$ cat src/rtl/mips_pkg.sv
// Shared encodings for the multicycle MIPS datapath: PC source selects,
// opcodes and the default reset PC.
package mips_pkg;

   localparam int unsigned XLEN   = 32;
   localparam int unsigned OP_W   = 6;
   localparam int unsigned PSRC_W = 2;

   localparam logic [PSRC_W-1:0] PCSRC_ALU    = 2'b00;
   localparam logic [PSRC_W-1:0] PCSRC_ALUOUT = 2'b01;
   localparam logic [PSRC_W-1:0] PCSRC_JUMP   = 2'b10;

   localparam logic [OP_W-1:0] OP_RTYPE = 6'h00;
   localparam logic [OP_W-1:0] OP_J     = 6'h02;
   localparam logic [OP_W-1:0] OP_BEQ   = 6'h04;
   localparam logic [OP_W-1:0] OP_ADDI  = 6'h08;
   localparam logic [OP_W-1:0] OP_LW    = 6'h23;
   localparam logic [OP_W-1:0] OP_SW    = 6'h2b;

   localparam logic [XLEN-1:0] DEFAULT_RESET_PC = 32'h0000_0000;

endpackage

$ cat src/rtl/flopenr.sv
// Enabled register with asynchronous active-high reset to a parameterised value.
module flopenr #(
   parameter int unsigned   W       = 32,
   parameter logic [W-1:0]  RST_VAL = '0
) (
   input  logic         clk,
   input  logic         reset,
   input  logic         en,
   input  logic [W-1:0] d,
   output logic [W-1:0] q
);

   always_ff @(posedge clk or posedge reset) begin
      if (reset)   q <= RST_VAL;
      else if (en) q <= d;
   end

endmodule

$ cat src/rtl/mc_pc_ir_regs.sv
// Multicycle MIPS architectural register stage: PC, IR, MDR, A/B, ALUOut,
// plus a fetch counter and a sticky misaligned-PC-write flag.
module mc_pc_ir_regs
   import mips_pkg::*;
#(
   parameter logic [31:0] RESET_PC = DEFAULT_RESET_PC,
   parameter int unsigned CNT_W    = 32
) (
   input  logic             clk,
   input  logic             reset,
   input  logic             IRWrite,
   input  logic             PCWrite,
   input  logic             Branch,
   input  logic [1:0]       PCSrc,
   input  logic             zero,
   input  logic [31:0]      alu_result,
   input  logic [31:0]      mem_rdata,
   input  logic [31:0]      rd1,
   input  logic [31:0]      rd2,
   output logic [31:0]      pc,
   output logic [31:0]      instr,
   output logic [5:0]       opcode,
   output logic [31:0]      mdr,
   output logic [31:0]      a_reg,
   output logic [31:0]      b_reg,
   output logic [31:0]      alu_out,
   output logic [CNT_W-1:0] fetch_count,
   output logic             misalign_err
);

   logic [31:0]      pc_q, pc_d, instr_q;
   logic [31:0]      mdr_q, a_q, b_q, alu_out_q;
   logic [CNT_W-1:0] cnt_q, cnt_d;
   logic             err_q, err_d;
   logic             pc_en, pc_we, misalign;

   // Next-PC select and write qualification; a misaligned target never lands in pc
   always_comb begin
      pc_d = pc_q;
      unique case (PCSrc)
         PCSRC_ALU:    pc_d = alu_result;
         PCSRC_ALUOUT: pc_d = alu_out_q;
         PCSRC_JUMP:   pc_d = {pc_q[31:28], instr_q[25:0], 2'b00};
         default:      pc_d = pc_q;
      endcase
      pc_en    = PCWrite | (Branch & zero);
      misalign = pc_en & (pc_d[1:0] != 2'b00);
      pc_we    = pc_en & ~misalign;
      cnt_d    = cnt_q + CNT_W'(1);
      err_d    = err_q | misalign;
   end

   flopenr #(.W(32), .RST_VAL(RESET_PC)) u_pc (
      .clk(clk), .reset(reset), .en(pc_we), .d(pc_d), .q(pc_q));

   flopenr #(.W(32), .RST_VAL(32'h0)) u_ir (
      .clk(clk), .reset(reset), .en(IRWrite), .d(mem_rdata), .q(instr_q));

   flopenr #(.W(32), .RST_VAL(32'h0)) u_mdr (
      .clk(clk), .reset(reset), .en(1'b1), .d(mem_rdata), .q(mdr_q));

   flopenr #(.W(32), .RST_VAL(32'h0)) u_a (
      .clk(clk), .reset(reset), .en(1'b1), .d(rd1), .q(a_q));

   flopenr #(.W(32), .RST_VAL(32'h0)) u_b (
      .clk(clk), .reset(reset), .en(1'b1), .d(rd2), .q(b_q));

   flopenr #(.W(32), .RST_VAL(32'h0)) u_alu_out (
      .clk(clk), .reset(reset), .en(1'b1), .d(alu_result), .q(alu_out_q));

   flopenr #(.W(CNT_W), .RST_VAL('0)) u_fetch_cnt (
      .clk(clk), .reset(reset), .en(IRWrite), .d(cnt_d), .q(cnt_q));

   flopenr #(.W(1), .RST_VAL(1'b0)) u_misalign (
      .clk(clk), .reset(reset), .en(1'b1), .d(err_d), .q(err_q));

   assign pc           = pc_q;
   assign instr        = instr_q;
   assign opcode       = instr_q[31:26];
   assign mdr          = mdr_q;
   assign a_reg        = a_q;
   assign b_reg        = b_q;
   assign alu_out      = alu_out_q;
   assign fetch_count  = cnt_q;
   assign misalign_err = err_q;

endmodule
$ cat config.mk
export PLATFORM = sky130hd
export DESIGN_NAME = mc_pc_ir_regs
export DESIGN_NICKNAME = d
export VERILOG_FILES = /design/src/rtl/mips_pkg.sv /design/src/rtl/flopenr.sv /design/src/rtl/mc_pc_ir_regs.sv
export SDC_FILE = /design/constraint.sdc
export NUM_CORES = 1
export LEC_CHECK = 0
export ABC_AREA = 1
export CAP_MARGIN = 30
export CORE_ASPECT_RATIO = 0.5
export CORE_MARGIN = 3
export CORE_UTILIZATION = 45
export DETAILED_ROUTE_END_ITERATION = 10
export PLACE_DENSITY_LB_ADDON = 0.08
export SYNTH_ARGS = -nofsm -noshare
export SYNTH_HDL_FRONTEND = slang
export SYNTH_SLANG_ARGS = --single-unit
$ cat constraint.sdc
create_clock -name clk -period 24.2 [get_ports clk]
set_clock_uncertainty 0.15 [all_clocks]
set_input_delay 4.84 -clock clk [delete_from_list [all_inputs] [get_ports clk]]
set_output_delay 4.84 -clock clk [all_outputs]
set_load 0.1 [all_outputs]
==> results of run 1 <==
cells in the final DEF, fill, tap and decap left out, types with 3 or more instances in the layout:
master / Yosys / routed
clkbuf_16: 0 / 21
o21ai_0: 24 / 24
nand2_1: 275 / 275
dfrtp_1: 225 / 225
nor2_2: 5 / 5
xor2_1: 11 / 11
a22o_1: 4 / 4
nand4_1: 13 / 13
inv_1: 59 / 58
nor3_1: 3 / 3
inv_2: 3 / 3
buf_4: 8 / 3
xnor2_1: 8 / 8
nor2_1: 36 / 36
clkbuf_1: 10 / 5
a21oi_1: 13 / 13
buf_16: 0 / 6
clkbuf_8: 0 / 3
clkdlybuf4s50_1: 0 / 365
nand3_1: 25 / 25
o21ai_2: 10 / 10
worst register-to-register path: stages (launching register included):
cell      delay, ns
dfrtp_1        0.41
o21ai_1        0.17
nand2_1        0.11
nor2_4         0.15
nand3_4        0.39
clkinv_4       0.30
nand2_1        0.09
nand2_1        0.07
kinds of logic (layout without fill, tap and decap cells):
group | Yosys count | after routing | synth area share, %
AO/OA/AOI/OAI | 54 | 54 | 4.06
XOR/XNOR | 19 | 19 | 2.08
adder cells (fa/ha/maj) | 1 | 1 | 0.156
buffers and inverters | 88 | 470 | 4.93
flip-flops | 225 | 225 | 70.2
AND/OR/NAND/NOR | 364 | 364 | 18.5
metrics by stage:
stage / std cells / hold slack [ns] / power, mW / util [%] / worst slack (ns)
2_1_floorplan: 751 / 0.805 / 0.696 / - / 13.05
3_3_place_gp: 1322 / 0.314 / 0.797 / 70.1 / 16.88
3_5_place_dp: 1325 / 0.317 / 0.805 / 70.6 / 16.83
4_1_cts: 1357 / 0.336 / 1.10 / 74.1 / 17.02
5_1_grt: 1360 / 0.347 / 1.13 / 74.6 / 16.98
6_report: 1360 / 0.330 / 1.10 / 74.6 / 17.06
routing by layer:
| layer | global-route usage (%) | wire length [um] | up-vias |
|---|---|---|---|
| met5 | 0 | 13 | - |
| met1 | 30.5 | 9480 | 3163 |
| met4 | 6.08 | 607 | 2 |
| li1 | - | - | 3071 |
| met3 | 5.94 | 1770 | 45 |
| met2 | 43.5 | 12300 | 269 |
flip-flops by register name (all words and copies together), names as in the netlist:
name / flops
u_a.q: 32
u_alu_out.q: 32
u_b.q: 32
u_fetch_cnt.q: 32
u_ir.q: 32
u_mdr.q: 32
u_pc.q: 32
u_misalign.q: 1
layout make-up:
| class | instances | area, sq um | area share (%) |
|---|---|---|---|
| clock buffer | 29 | 586 | 4.65 |
| multi-input combinational | 438 | 1990 | 15.8 |
| timing repair buffer | 375 | 3850 | 30.5 |
| inverter | 63 | 249 | 1.98 |
| sequential | 225 | 5630 | 44.7 |
| clock inverter | 3 | 17.5 | 0.139 |
| tap | 227 | 284 | 2.25 |
power by group:
part / switching, mW / internal (mW) / leakage (nW)
Clock: 0.131 / 0.167 / 0.294
Sequential: 0.0196 / 0.405 / 2.72
Combinational: 0.285 / 0.0887 / 2.77
path summary, 6_finish.rpt:
kind | startpoint | endpoint | slack, ns | cells after the start
max | u_fetch_cnt.q[15] | fetch_count[15] | 17.06 | 1
min | u_pc.q[21] | u_pc.q[21] | 0.33 | 2
max reg2reg | u_pc.q[1] | u_pc.q[6] | 22.30 | 7
min reg2reg | u_pc.q[21] | u_pc.q[21] | 0.33 | 2
max in group asynchronous | reset | u_ir.q[3] | 17.86 | 5
min in group asynchronous | reset | u_a.q[27] | 4.50 | 2
==> flow_summary_export.csv, run 1 <==
group,metric,value,unit
clock_tree,ctsHoldBuffers,0,
place,gp_congestion,0.854,
synth,ys_warn_count,0,
global_routing,antenna_found_initial,1,
worst_setup_path,worst-path-buf-inv,1,
clock_tree,cts_made_buffers,20,
worst_setup_path,cp.arrival,2.15,ns
worst_setup_path,cp_data_required_time,19.21,ns
timing,rsz0062_at_grt,"false",
synth,avgSynthCellArea,10.7,sq um
place,io_buffers,366,
floorplanning,core,16900,sq um
worst_setup_path,cp-start-kind,"flip-flop",
clock_tree,clock_sinks,225,
timing,slew_violations,0,
synth,synth_top_area_cell,"dfrtp_1",
drt,drtIter0Drc,373,
flow_run,drv_cap,0,
worst_setup_path,end_kind,"output pin",
worst_setup_path,critical_path_class,"reg2out",
floorplanning,fp.dieH,100,um
timing,fin_crit_sh,29.5,%
clock_tree,path_clk_slew,0.07,ns
drt,drc_errors,0,
floorplanning,die_x,195,um
clock_tree,cts_resized,0,
clock_tree,postCtsSetupRepairBufs,0,
worst_setup_path,critPathTopFamily,"buffers and inverters",
drt,firstDrtPassIters,5,
floorplanning,start_util,47.5,%
worst_setup_path,cpMaxStageDelayCell,"clkdlybuf4s50_1",
synth,async_flop_share,100,%
worst_setup_path,crit_fanout,4,
timing,fmax,140,MHz
synth,netlist_area,8020,sq um
final_layout,drive_gt1_share,5.47,%
clock_tree,ctsLongestPathBuffers,3,
clock_tree,cts_tree,"built",
drt,ant_nets,0,
final_layout,syn2layout_area_growth,57.2,%
global_routing,grt_pass1_wl,37.4,mm
synth,synth_edf_count,0,
place,dpl_cell_area,11900,sq um
final_layout,fin_area,12600,sq um
global_routing,globalRouteOverflowTotal,0,
synth,ys_top_cells_by_count,"nand2_1, dfrtp_1, inv_1",
drt,avgViaCountPerCell,4.82,
clock_tree,insertion_delay,0.49,ns
pwr,p_leak,5.78,nW
floorplanning,dieArea,19500,sq um
synth,synthCells,751,
pwr,power.density,87.1,nW/um^2
drt,vias,6550,
synth,synth.most_common_cell,"nand2_1",
clock_tree,htree_levels,1,
status,status,"completed",
timing,setup_viol_count_final,0,
drt,wire_per_inst,17.8,um
pwr,ir_drop,0.0000651,V
place,detailed_place_hpwl,17.9,mm
synth,synth-seq-cells,225,
timing,maxSlewHeadroom,29.1,%
global_routing,grt_max_degree,146,
timing,tightestPinTransition,1.06,ns
clock_tree,clockRootBuffer,"clkbuf_16",
synth,synth_cell_types,32,
worst_setup_path,crit_chain,"clkdlybuf4s50_1",
drt,wl,24.2,mm
timing,hold_viol,0,
floorplanning,io_pins,367,
final_layout,nets,1260,
worst_hold_path,hp-class,"reg2reg",
global_routing,grt_pass1_vias,6694,
final_layout,diodes,0,
timing,period_needed,7.14,ns
synth,synth.area.top_cells,"dfrtp_1, nand2_1, inv_1, nor2_1, nand3_1",
timing,tns,0,ns
global_routing,gr-usage-all-layers,24.4,%
synth,synthFlopType,"dfrtp_1",
floorplanning,rows,33,
synth,syn_nets,888,
synth,seq_area_frac_synth,70.2,%
worst_setup_path,max_stage_delay,1.18,ns
synth,yosys.area.top_type_share,70.2,%
final_layout,nFillCells,1194,
No activity file was read; power rests on OpenSTA's default activity.
==> run 2, diff against run 1 <==
- CORE_UTILIZATION: 45 -> 41
- clock period: 24.2 -> 7.5 ns (I/O delays scaled with it)
==> flow_summary_export.csv, run 2 (synthesis results as in run 1) <==
group,metric,value,unit
final_layout,drive_gt1_share,5.63,%
final_layout,layout.cells.non_filler,1395,
global_routing,grt_pass1_wl,37.4,mm
final_layout,utilization,67.3,%
status,status,"completed",
drt,wl_met1,9.63,mm
final_layout,nets,1259,
flow_run,drv_cap,0,
clock_tree,clockRootBuffer,"clkbuf_16",
drt,met3_length,1.90,mm
worst_setup_path,critical_path_class,"reg2out",
pwr,power.density,287,nW/um^2
place,dpl_cell_area,12000,sq um
floorplanning,io_pins,367,
final_layout,diodes,0,
worst_setup_path,crit_chain,"clkdlybuf4s50_1",
timing,maxSlewHeadroom,30.1,%
floorplanning,rows,35,
global_routing,antenna_found_initial,1,
clock_tree,path_clk_slew,0.07,ns
drt,wl,23.9,mm
timing,period_needed,3.82,ns
drt,drc_errors,0,
floorplanning,start_util,42.7,%
timing,tightestPinTransition,1.04,ns
clock_tree,htree_levels,1,
final_layout,syn2layout_area_growth,57.7,%
worst_setup_path,cp.arrival,2.17,ns
floorplanning,fp.dieH,105,um
timing,rsz0062_at_grt,"false",
worst_hold_path,hp-class,"reg2reg",
place,placed_cells,1358,
drt,maxUsedRoutingLayer,"met5",
worst_setup_path,crit_fanout,6,
timing,setup_viol_count_final,0,
clock_tree,ctsLongestPathBuffers,3,
drt,avgViaCountPerCell,4.64,
worst_setup_path,end_kind,"output pin",
global_routing,globalRouteOverflowTotal,0,
worst_setup_path,cp_data_required_time,5.85,ns
timing,tns,0,ns
floorplanning,dieArea,21400,sq um
worst_setup_path,critPathTopFamily,"buffers and inverters",
timing,hold_viol,0,
floorplanning,die_x,204,um
global_routing,gr-usage-all-layers,22.2,%
place,pre_cts_ws,3.71,ns
worst_setup_path,worst-path-buf-inv,1,
timing,setup_ws,3.68,ns
clock_tree,postCtsSetupRepairBufs,0,
drt,ant_nets,0,
place,io_buffers,366,
final_layout,layout_commonest_cell,"clkdlybuf4s50_1",
timing,fmax,262,MHz
timing,slew_violations,0,
global_routing,grt_max_degree,73,
drt,drtIter0Drc,336,
floorplanning,core,18800,sq um
worst_setup_path,cpMaxStageDelayCell,"clkdlybuf4s50_1",
clock_tree,cts_tree,"built",
final_layout,fin_area,12600,sq um
drt,firstDrtPassIters,5,
worst_setup_path,max_stage_delay,1.19,ns
global_routing,grt_pass1_vias,6660,
clock_tree,ctsHoldBuffers,0,
drt,wire_per_inst,17.1,um
place,detailed_place_hpwl,18.2,mm
pwr,ir_drop,0.000198,V
clock_tree,clock_sinks,225,
place,gp_congestion,0.842,
clock_tree,cts_made_buffers,21,
pwr,p_leak,5.79,nW
final_layout,layout_common_cells,"clkdlybuf4s50_1, nand2_1, dfrtp_1, inv_1, nor2_1",
clock_tree,cts_resized,0,
drt,vias,6479,
clock_tree,insertion_delay,0.49,ns
worst_setup_path,cp-start-kind,"flip-flop",
drt,met2_length,11.7,mm
timing,fin_crit_sh,50.9,%
[run 2: worst register-to-register path, stage by stage, from the launching register on]
cell and delay (ns):
dfrtp_1 0.43, ha_1 0.25, nand3_2 0.17, nor2_2 0.30, nand2_1 0.18, o21ai_0 0.22, nand2_1 0.07
[run 2: metal layers]
metal  vias to the layer above  GRT usage, %
met1                      3131          27.8
met3                        45          6.44
met4                         2          5.99
met5                         -             0
met2                       235          37.8
li1                       3066             -
[run 2: area by class of cell]
cell class	instances	area, sq um
fillers	1472	6150
repair buffers	373	3760
well taps	259	324
clock inverters	3	43.8
inverters	63	245
clock buffers	34	644
flip-flops and latches	225	5630
multi-input cells	438	1990
[run 2: path summary, 6_finish.rpt]
path | end | start | cells after the start | slack [ns]
max | fetch_count[21] | u_fetch_cnt.q[21] | 1 | 3.68
min in group asynchronous | u_mdr.q[2] | reset | 2 | 1.14
max reg2reg | u_fetch_cnt.q[24] | u_fetch_cnt.q[0] | 6 | 5.61
max in group asynchronous | u_mdr.q[13] | reset | 4 | 4.72
min | u_pc.q[10] | u_pc.q[10] | 2 | 0.33
min reg2reg | u_pc.q[10] | u_pc.q[10] | 2 | 0.33
[run 2: power breakdown]
| group | total [mW] | switching (mW) | internal (mW) |
|---|---|---|---|
| Sequential | 1.37 | 0.0616 | 1.31 |
| Combinational | 1.20 | 0.919 | 0.282 |
| Clock | 1.06 | 0.440 | 0.621 |
[run 2: metrics by stage]
| step | hold slack [ns] | power [mW] |
|---|---|---|
| 5_1_grt | 0.353 | 3.77 |
| 3_3_place_gp | 0.317 | 2.58 |
| 4_1_cts | 0.333 | 3.67 |
| 2_1_floorplan | 0.805 | 2.24 |
| 6_report | 0.330 | 3.63 |
| 3_5_place_dp | 0.315 | 2.60 |
